$ cat src/rtl/detector_pulsacion_pkg.sv
// ============================================================================
// detector_pulsacion_pkg : shared button constants and press-state encoding
// Rev 1.0
// ============================================================================
`default_nettype none

package detector_pulsacion_pkg;

   // Clock cycles per millisecond at 50 MHz; the debounce filter uses it too.
   localparam logic [31:0] C_CICLOS_MS = 32'd50000;

   typedef enum logic [1:0] {
      REPOSO  = 2'd0,
      PULSADO = 2'd1,
      LARGO   = 2'd2
   } estado_t;

   function automatic logic [31:0] ms_a_ciclos(input logic [31:0] ms,
                                               input logic [31:0] ciclos_ms);
      return ms * ciclos_ms;
   endfunction

endpackage

`default_nettype wire

$ cat src/rtl/detector_pulsacion_hueco.sv
// ============================================================================
// contador_hueco : counts consecutive low samples, flags the sample that
// completes a gap of 'limite' cycles. Rev 1.0
// ============================================================================
`default_nettype none

module contador_hueco (
   input  logic        clk,
   input  logic        rst,
   input  logic        muestra,
   input  logic [31:0] limite,
   output logic        hueco_cumplido
);

   logic [31:0] r_h;

   // Saturates at the limit so a long idle period never re-flags the gap.
   always_ff @(posedge clk) begin
      if (rst) begin
         r_h <= '0;
      end else if (muestra) begin
         r_h <= '0;
      end else if (r_h < limite) begin
         r_h <= r_h + 32'd1;
      end
   end

   assign hueco_cumplido = !muestra && ((r_h + 32'd1) == limite);

endmodule

`default_nettype wire

$ cat src/rtl/detector_pulsacion.sv
// ============================================================================
// detector_pulsacion : bridges filter re-trigger gaps and emits press, long
// press, auto-repeat and release events. Rev 1.0
// ============================================================================
`default_nettype none

module detector_pulsacion #(
   parameter logic [31:0] CICLOS_MS     = detector_pulsacion_pkg::C_CICLOS_MS,
   parameter logic [31:0] HUECO_CICLOS  = 32'd4,
   parameter logic [31:0] LARGO_MS      = 32'd1000,
   parameter logic [31:0] REPETICION_MS = 32'd200
) (
   input  logic clk,
   input  logic rst,
   input  logic pulso_ideal,
   output logic pulsado,
   output logic evento,
   output logic pulsacion_larga,
   output logic repeticion,
   output logic liberado
);

   import detector_pulsacion_pkg::*;

   localparam logic [31:0] c_largo      = ms_a_ciclos(LARGO_MS, CICLOS_MS);
   localparam logic [31:0] c_repeticion = ms_a_ciclos(REPETICION_MS, CICLOS_MS);

   estado_t     r_estado;
   logic        r_armado;
   logic [31:0] r_t;
   logic [31:0] r_r;
   logic        w_hueco;

   contador_hueco u_hueco (
      .clk            (clk),
      .rst            (rst),
      .muestra        (pulso_ideal),
      .limite         (HUECO_CICLOS),
      .hueco_cumplido (w_hueco)
   );

   always_ff @(posedge clk) begin
      if (rst) begin
         r_estado        <= REPOSO;
         r_armado        <= 1'b0;
         r_t             <= '0;
         r_r             <= '0;
         pulsado         <= 1'b0;
         evento          <= 1'b0;
         pulsacion_larga <= 1'b0;
         repeticion      <= 1'b0;
         liberado        <= 1'b0;
      end else begin
         evento          <= 1'b0;
         pulsacion_larga <= 1'b0;
         repeticion      <= 1'b0;
         liberado        <= 1'b0;

         // A button already held out of reset must go low once before it counts.
         if (!pulso_ideal) begin
            r_armado <= 1'b1;
         end

         case (r_estado)
            REPOSO: begin
               pulsado <= 1'b0;
               if (r_armado && pulso_ideal) begin
                  r_estado <= PULSADO;
                  evento   <= 1'b1;
                  pulsado  <= 1'b1;
                  r_t      <= '0;
               end
            end
            PULSADO: begin
               r_t <= r_t + 32'd1;
               if (w_hueco) begin
                  r_estado <= REPOSO;
                  liberado <= 1'b1;
                  pulsado  <= 1'b0;
               end else if ((r_t + 32'd1) == c_largo) begin
                  r_estado        <= LARGO;
                  pulsacion_larga <= 1'b1;
                  r_r             <= '0;
               end
            end
            LARGO: begin
               // Release has priority over a repeat falling on the same edge.
               if (w_hueco) begin
                  r_estado <= REPOSO;
                  liberado <= 1'b1;
                  pulsado  <= 1'b0;
               end else if ((r_r + 32'd1) == c_repeticion) begin
                  repeticion <= 1'b1;
                  r_r        <= '0;
               end else begin
                  r_r <= r_r + 32'd1;
               end
            end
            default: begin
               r_estado <= REPOSO;
               pulsado  <= 1'b0;
            end
         endcase
      end
   end

endmodule

`default_nettype wire
$ cat config.mk
export PLATFORM = sky130hd
export DESIGN_NAME = detector_pulsacion
export DESIGN_NICKNAME = d
export VERILOG_FILES = /design/src/rtl/detector_pulsacion_pkg.sv /design/src/rtl/detector_pulsacion_hueco.sv /design/src/rtl/detector_pulsacion.sv
export SDC_FILE = /design/constraint.sdc
export NUM_CORES = 1
export LEC_CHECK = 0
export CORE_ASPECT_RATIO = 2
export CORE_MARGIN = 1
export CORE_UTILIZATION = 25
export CTS_CLUSTER_DIAMETER = 100
export CTS_CLUSTER_SIZE = 28
export DETAILED_ROUTE_END_ITERATION = 8
export PLACE_DENSITY = 0.5
export REMOVE_ABC_BUFFERS = 1
export SLEW_MARGIN = 30
export SYNTH_ARGS = -nofsm -noshare
export SYNTH_HDL_FRONTEND = slang
export SYNTH_HIERARCHICAL = 1
export SYNTH_SLANG_ARGS = --single-unit
$ cat constraint.sdc
create_clock -name clk -period 10.1 [get_ports clk]
set_input_delay 1.515 -clock clk [delete_from_list [all_inputs] [get_ports clk]]
set_output_delay 1.515 -clock clk [all_outputs]
set_load 0.02 [all_outputs]
==> reports/qor.yml, run 1 <==
outcome:
  status: "completed"
detailed_routing:
  routed_wl_mm: 31.0
  routedWlPerCell_um: 18.8
  vias_per_cell: 5.59
  ant_nets: 0
  post-route-drc-count: 0
  vias: 9214
  firstDrtPassIters: 5
  drtIter0Drc: 596
power:
  pwr-share-clk: 0.408
  power_leakage_nw: 3.11
  power_density_nw_per_um2: 92.6
  switching_share: 0.310
  finalPower_mw: 0.908
  switching_power_mw: 0.282
  p_int_mw: 0.626
  combPwrFrac: 0.133
  peakVddDrop_mv: 0.0849
  seqPwrFrac: 0.459
cts:
  post_cts_buffers: 0
  htreeDepth: 3
  cts_made_buffers: 9
  cts_tree: "yes"
  cts-resized-gates: 0
  root_buffer: "clkbuf_16"
  clk_pin_slew_worst_paths_ns: 0.08
  cts_sinks: 104
  cts.path.max_buffers: 2
  clk_latency_ns: 0.38
  hold_buffers: 0
synthesis:
  synth_edf_count: 0
  ys_top_cells_by_area: "dfxtp_1 (23%), ha_1 (5.4%), a21oi_1 (4.5%), nand4_1 (4.2%), nand2_1 (4.0%)"
  async_flop_share: 0
  yosysSeqAreaShare: 0.233
  synth_ff_type: "dfxtp_1"
  ys_seq_elements: 104
  synth_top_area_share: 0.233
  syn_area_um2: 8950
  synthCells: 1194
  synth_top_cell_by_area: "dfxtp_1"
  yosys_warnings: 6
  avgSynthCellArea_um2: 7.50
  synth_cell_types: 81
floorplanning:
  io_pins: 8
  die_h_um: 270
  rows: 97
  die_area_um2: 36600
  die_x_um: 136
  start_util: 0.254
  coreArea_um2: 35200
grt:
  grt_max_degree: 50
  track_usage: 0.171
  grt_pass1_vias: 8788
  antenna_found_initial: 0
  grt_pass1_wl_mm: 48.3
  grt_remaining_overflow: 0
placement:
  dp.cells: 1631
  finalWeightedCongestion: 0.950
  io_buffer_count: 7
  post-dp-hpwl_mm: 23.0
  place_area_um2: 9490
  post-place-ws_ns: 5.53
flow_run:
  drv_cap: 0
sta:
  fin_crit_sh: 0.446
  fin_worst_skew_ns: 0.0141
  maxSlewHeadroom: 0.318
  tightestPinTransition_ns: 1.01
  hold_viol: 0
  finalSetupViolations: 0
  max_freq_ghz: 0.222
  timing.final.crit_period_ns: 4.51
  rsz0062_at_grt: "no"
  worst_slack_ns: 5.59
  drv_slew: 0
  setup_tns_ns: 0
  hold_ws_ns: 0.472
finish:
  register_area_um2: 2080
  n_fill_cell: 3857
  area_delta_synth_final_pct: 9.57
  antenna_cells: 0
  stdcell_area_um2: 9810
  layout-drive-gt1-share: 0.0632
  stdcell_count: 1647
  most-common-layout-cells: "dfxtp_1 (104), nand2_1 (93), a21oi_1 (80)"
  multiInputGateArea_um2: 6490
  utilization: 0.279
  nNetsFinal: 1239
  final_common_cell: "dfxtp_1"
setup_path:
  crit_path_end_kind: "flop"
  cp-start-kind: "flop"
  required_ns: 10.40
  cp_data_arrival_time_ns: 4.81
  critical_path_buf_inv_count: 2
  slowest_delay_ns: 0.71
  critical_path.max_fanout: 26
  cp_top_family: "simple AND/OR/NAND/NOR gates"
  critical_path_class: "flop to flop"
  crit_slowest_cell: "or4_2"
  crit_chain: "nand4_4 > or4_4 > or4_2 > xnor2_1 > a2111oi_0 > nand4_1 > nor4_4 > buf_4 > inv_1 > nand2_1 > a21oi_1 > nand4b_1 > o2111ai_1 > o31ai_2"
worst_hold_path:
  hold_class: "flop to flop"
-- synthesized netlist by cell type, types with 5 or more instances --
cell,instances
o31ai_1,31
clkbuf_1,64
nor3_1,41
inv_1,67
a31oi_1,7
buf_2,18
nand4_1,60
nor2_1,72
nor4_1,28
o32ai_1,19
nand2_1,95
and2_1,7
xor2_1,18
dfxtp_1,104
ha_1,39
o21ai_0,34
a311oi_1,6
o2bb2ai_1,9
o211ai_1,9
a221oi_1,23
or3_1,27
o2111ai_1,5
nor2b_1,7
a21oi_1,81
a22oi_1,7
a211oi_1,12
nand4b_1,6
and4_1,11
or4_1,35
xnor2_1,39
or2_2,10
mux2i_1,9
or4_2,5
nand3_1,60
and3_1,18
a21o_1,15
-- sequential cells by signal, indices dropped and copies added (netlist names) --
signal	cells
evento	1
liberado	1
pulsacion_larga	1
pulsado	1
r_armado	1
r_estado	2
r_r	32
r_t	32
repeticion	1
u_hueco/r_h	32
-- tightest hold or removal path: cells and delay by family (launching register included) --
kind,cells,cell delay [ns]
AOI/OAI and AO/OA,1,0.05
buffers and inverters,1,0.05
DFF,1,0.33
-- final cells by class --
| class | instances | area share |
|---|---|---|
| Timing Repair Buffer | 16 | 0.0135 |
| Tap cell | 445 | 0.0568 |
| Clock buffer | 10 | 0.0244 |
| Sequential cell | 104 | 0.212 |
| Clock inverter | 6 | 0.00523 |
| Multi-Input combinational cell | 998 | 0.662 |
| Inverter | 68 | 0.0260 |
-- power by group through the flow --
stage	clock network, mW	registers (mW)	logic [mW]
floorplan	0	0.427	0.0758
global placement	0	0.427	0.117
detailed placement	0	0.427	0.118
CTS	0.380	0.417	0.119
global route	0.393	0.418	0.134
finish	0.371	0.417	0.121
-- worst paths after layout --
check                               startpoint       end  slack (ns)  depth (start not counted)
worst max-delay path            u_hueco/r_h[5]    r_r[0]        5.59                         14
worst min-delay path                  r_armado  r_armado        0.47                          2
worst max register to register  u_hueco/r_h[5]    r_r[0]        5.59                         14
worst min register to register        r_armado  r_armado        0.47                          2
-- layer usage --
layer	up-vias	global-route usage	part of all wire
met1	4418	0.158	0.34
li1	4485	-	-
met2	218	0.334	0.56
met4	0	0.122	0.066
met5	-	0	0
met3	93	0.0205	0.028
-- kinds of logic after synthesis --
logic type      count (synthesis)  synth area share
simple gates                  512             0.324
compound gates                307             0.244
buf+inv                       163            0.0770
flops                         104             0.233
xor+xnor                       58            0.0576
fa+ha+maj                      39            0.0545
mux                             9            0.0101
other cells                     2          0.000839
No activity file was read; power rests on OpenSTA's default activity.
==> run 2, diff against run 1 <==
Clock period 10.1 ns to 4.4 ns, I/O delays scaled along.
==> run 2 against run 1 <==
Via count rose by 2.3%. Total power is 140% higher. Hold slack better by 0.0058 ns. Sequential power is 130% higher. Sequential cell count unchanged. Wire length up 3.4%. Maximum frequency grew 11%. Global-route usage up 0.83 points. Register-to-register slack got worse by 5.2 ns. Critical endpoint is now r_r[7]. Largest cell class unchanged. Largest power group unchanged. Highest routed layer unchanged.
==> reports/qor.yml, run 2 (same netlist as run 1, synthesis figures left out) <==
detailed_routing:
  vias: 9427
  firstDrtPassIters: 5
  drtIter0Drc: 567
  ant_nets: 0
  post-route-drc-count: 0
  routed_wl_mm: 32.0
  vias_per_cell: 5.61
  routedWlPerCell_um: 19.1
finish:
  area_delta_synth_final_pct: 12.5
  nNetsFinal: 1273
  most-common-layout-cells: "dfxtp_1 (104), nand2_1 (94), a21oi_1 (80)"
  stdcell_count: 1681
  reg_top3: "r_r (32), r_t (32), u_hueco/r_h (32)"
  antenna_cells: 0
  final_common_cell: "dfxtp_1"
  n_fill_cell: 3844
  layout-drive-gt1-share: 0.0858
sta:
  timing.final.crit_period_ns: 4.05
  max_freq_ghz: 0.247
  rsz0062_at_grt: "no"
  tightestPinTransition_ns: 0.935
  hold_viol: 0
  fin_worst_skew_ns: 0.0130
  worst_slack_ns: 0.348
  drv_slew: 0
  maxSlewHeadroom: 0.377
  finalSetupViolations: 0
  fin_crit_sh: 0.921
  hold_ws_ns: 0.477
placement:
  io_buffer_count: 7
  finalWeightedCongestion: 0.929
  dp.cells: 1665
  post-place-ws_ns: 0.403
  post-dp-hpwl_mm: 24.1
floorplanning:
  coreArea_um2: 35200
  die_x_um: 136
  die_area_um2: 36600
  rows: 97
  io_pins: 8
  start_util: 0.254
  die_h_um: 270
power:
  power_leakage_nw: 3.30
  power_density_nw_per_um2: 216
  switching_share: 0.294
  combPwrFrac: 0.125
  p_int_mw: 1.54
  pwr-share-clk: 0.435
  peakVddDrop_mv: 0.208
  finalPower_mw: 2.18
  switching_power_mw: 0.641
  seqPwrFrac: 0.440
setup_path:
  critical_path_class: "flop to flop"
  crit_start: "u_hueco/r_h[6]"
  required_ns: 4.63
  cp-start-kind: "flop"
  critical_path.max_fanout: 21
  crit_path_end_kind: "flop"
  r2r_start: "u_hueco/r_h[6]"
  cp_data_arrival_time_ns: 4.28
cts:
  clk_latency_ns: 0.39
  htreeDepth: 3
  cts.path.max_buffers: 2
  cts_sinks: 104
  hold_buffers: 0
  cts_tree: "yes"
  cts-resized-gates: 0
  root_buffer: "clkbuf_16"
  clk_pin_slew_worst_paths_ns: 0.08
  cts_made_buffers: 9
  post_cts_buffers: 0
grt:
  antenna_found_initial: 0
  grt_pass1_wl_mm: 50.3
  grt_max_degree: 62
  grt_remaining_overflow: 0
  track_usage: 0.180
  grt_pass1_vias: 9132
outcome:
  status: "completed"
flow_run:
  drv_cap: 0
worst_hold_path:
  min_from: "r_armado"
  hold_class: "flop to flop"
-- run 2: worst paths after layout --
check | end | slack, ns | cells after the start
setup / recovery | r_r[7] | 0.35 | 11
hold / removal | r_armado | 0.48 | 2
setup reg to reg | r_r[7] | 0.35 | 11
hold reg to reg | r_armado | 0.48 | 2
-- run 2: final cells by class --
cell class | instances | area, µm² | share of cell area
clock buffer | 9 | 225 | 0.0224
clock inverter | 7 | 101 | 0.0101
inverter | 68 | 255 | 0.0253
multi-input combinational | 998 | 6470 | 0.642
sequential | 104 | 2080 | 0.207
tap | 445 | 557 | 0.0553
timing repair buffer | 50 | 388 | 0.0385
-- run 2: worst max-delay path, stage by stage (launching register included) --
cell and delay [ns]:
dfxtp_1 0.54, nand4_4 0.21, or4_4 0.59, or4_4 0.56, xnor2_2 0.14, nand3_1 0.09
or4_4 0.54, nor4_4 0.35, inv_1 0.14, buf_4 0.20, o211ai_4 0.31, o32ai_1 0.19
-- run 2: power by group through the flow --
stage          Combinational, mW  Clock, mW  Sequential (mW)
2_1_floorplan              0.174          0            0.980
4_1_cts                    0.271      0.984            0.959
3_5_place_dp               0.269          0            0.982
5_1_grt                    0.313       1.01            0.961
6_report                   0.272      0.947            0.958
3_3_place_gp               0.270          0            0.981
-- run 2: through the flow --
stage / setup TNS, ns / util / area [µm²]
after floorplan: -24.27 / - / 8790
after global placement: 0 / 0.277 / 9750
after detailed placement: 0 / 0.277 / 9750
after CTS: 0 / 0.286 / 10100
after global routing: 0 / 0.286 / 10100
final: 0 / 0.286 / 10100
-- run 2: metal layers --
layer  track usage  part of all wire  vias up
met3        0.0256             0.027      100
met1         0.158              0.33     4531
met5             0                 0        -
li1              -                 -     4566
met4         0.116             0.063        0
met2         0.361              0.58      230
==> run 3, diff against run 2 <==
Settings changed: CAP_MARGIN set to 10.
==> results of run 3 <==
The final DEF is identical to that of run 2; final timing and power are the same.
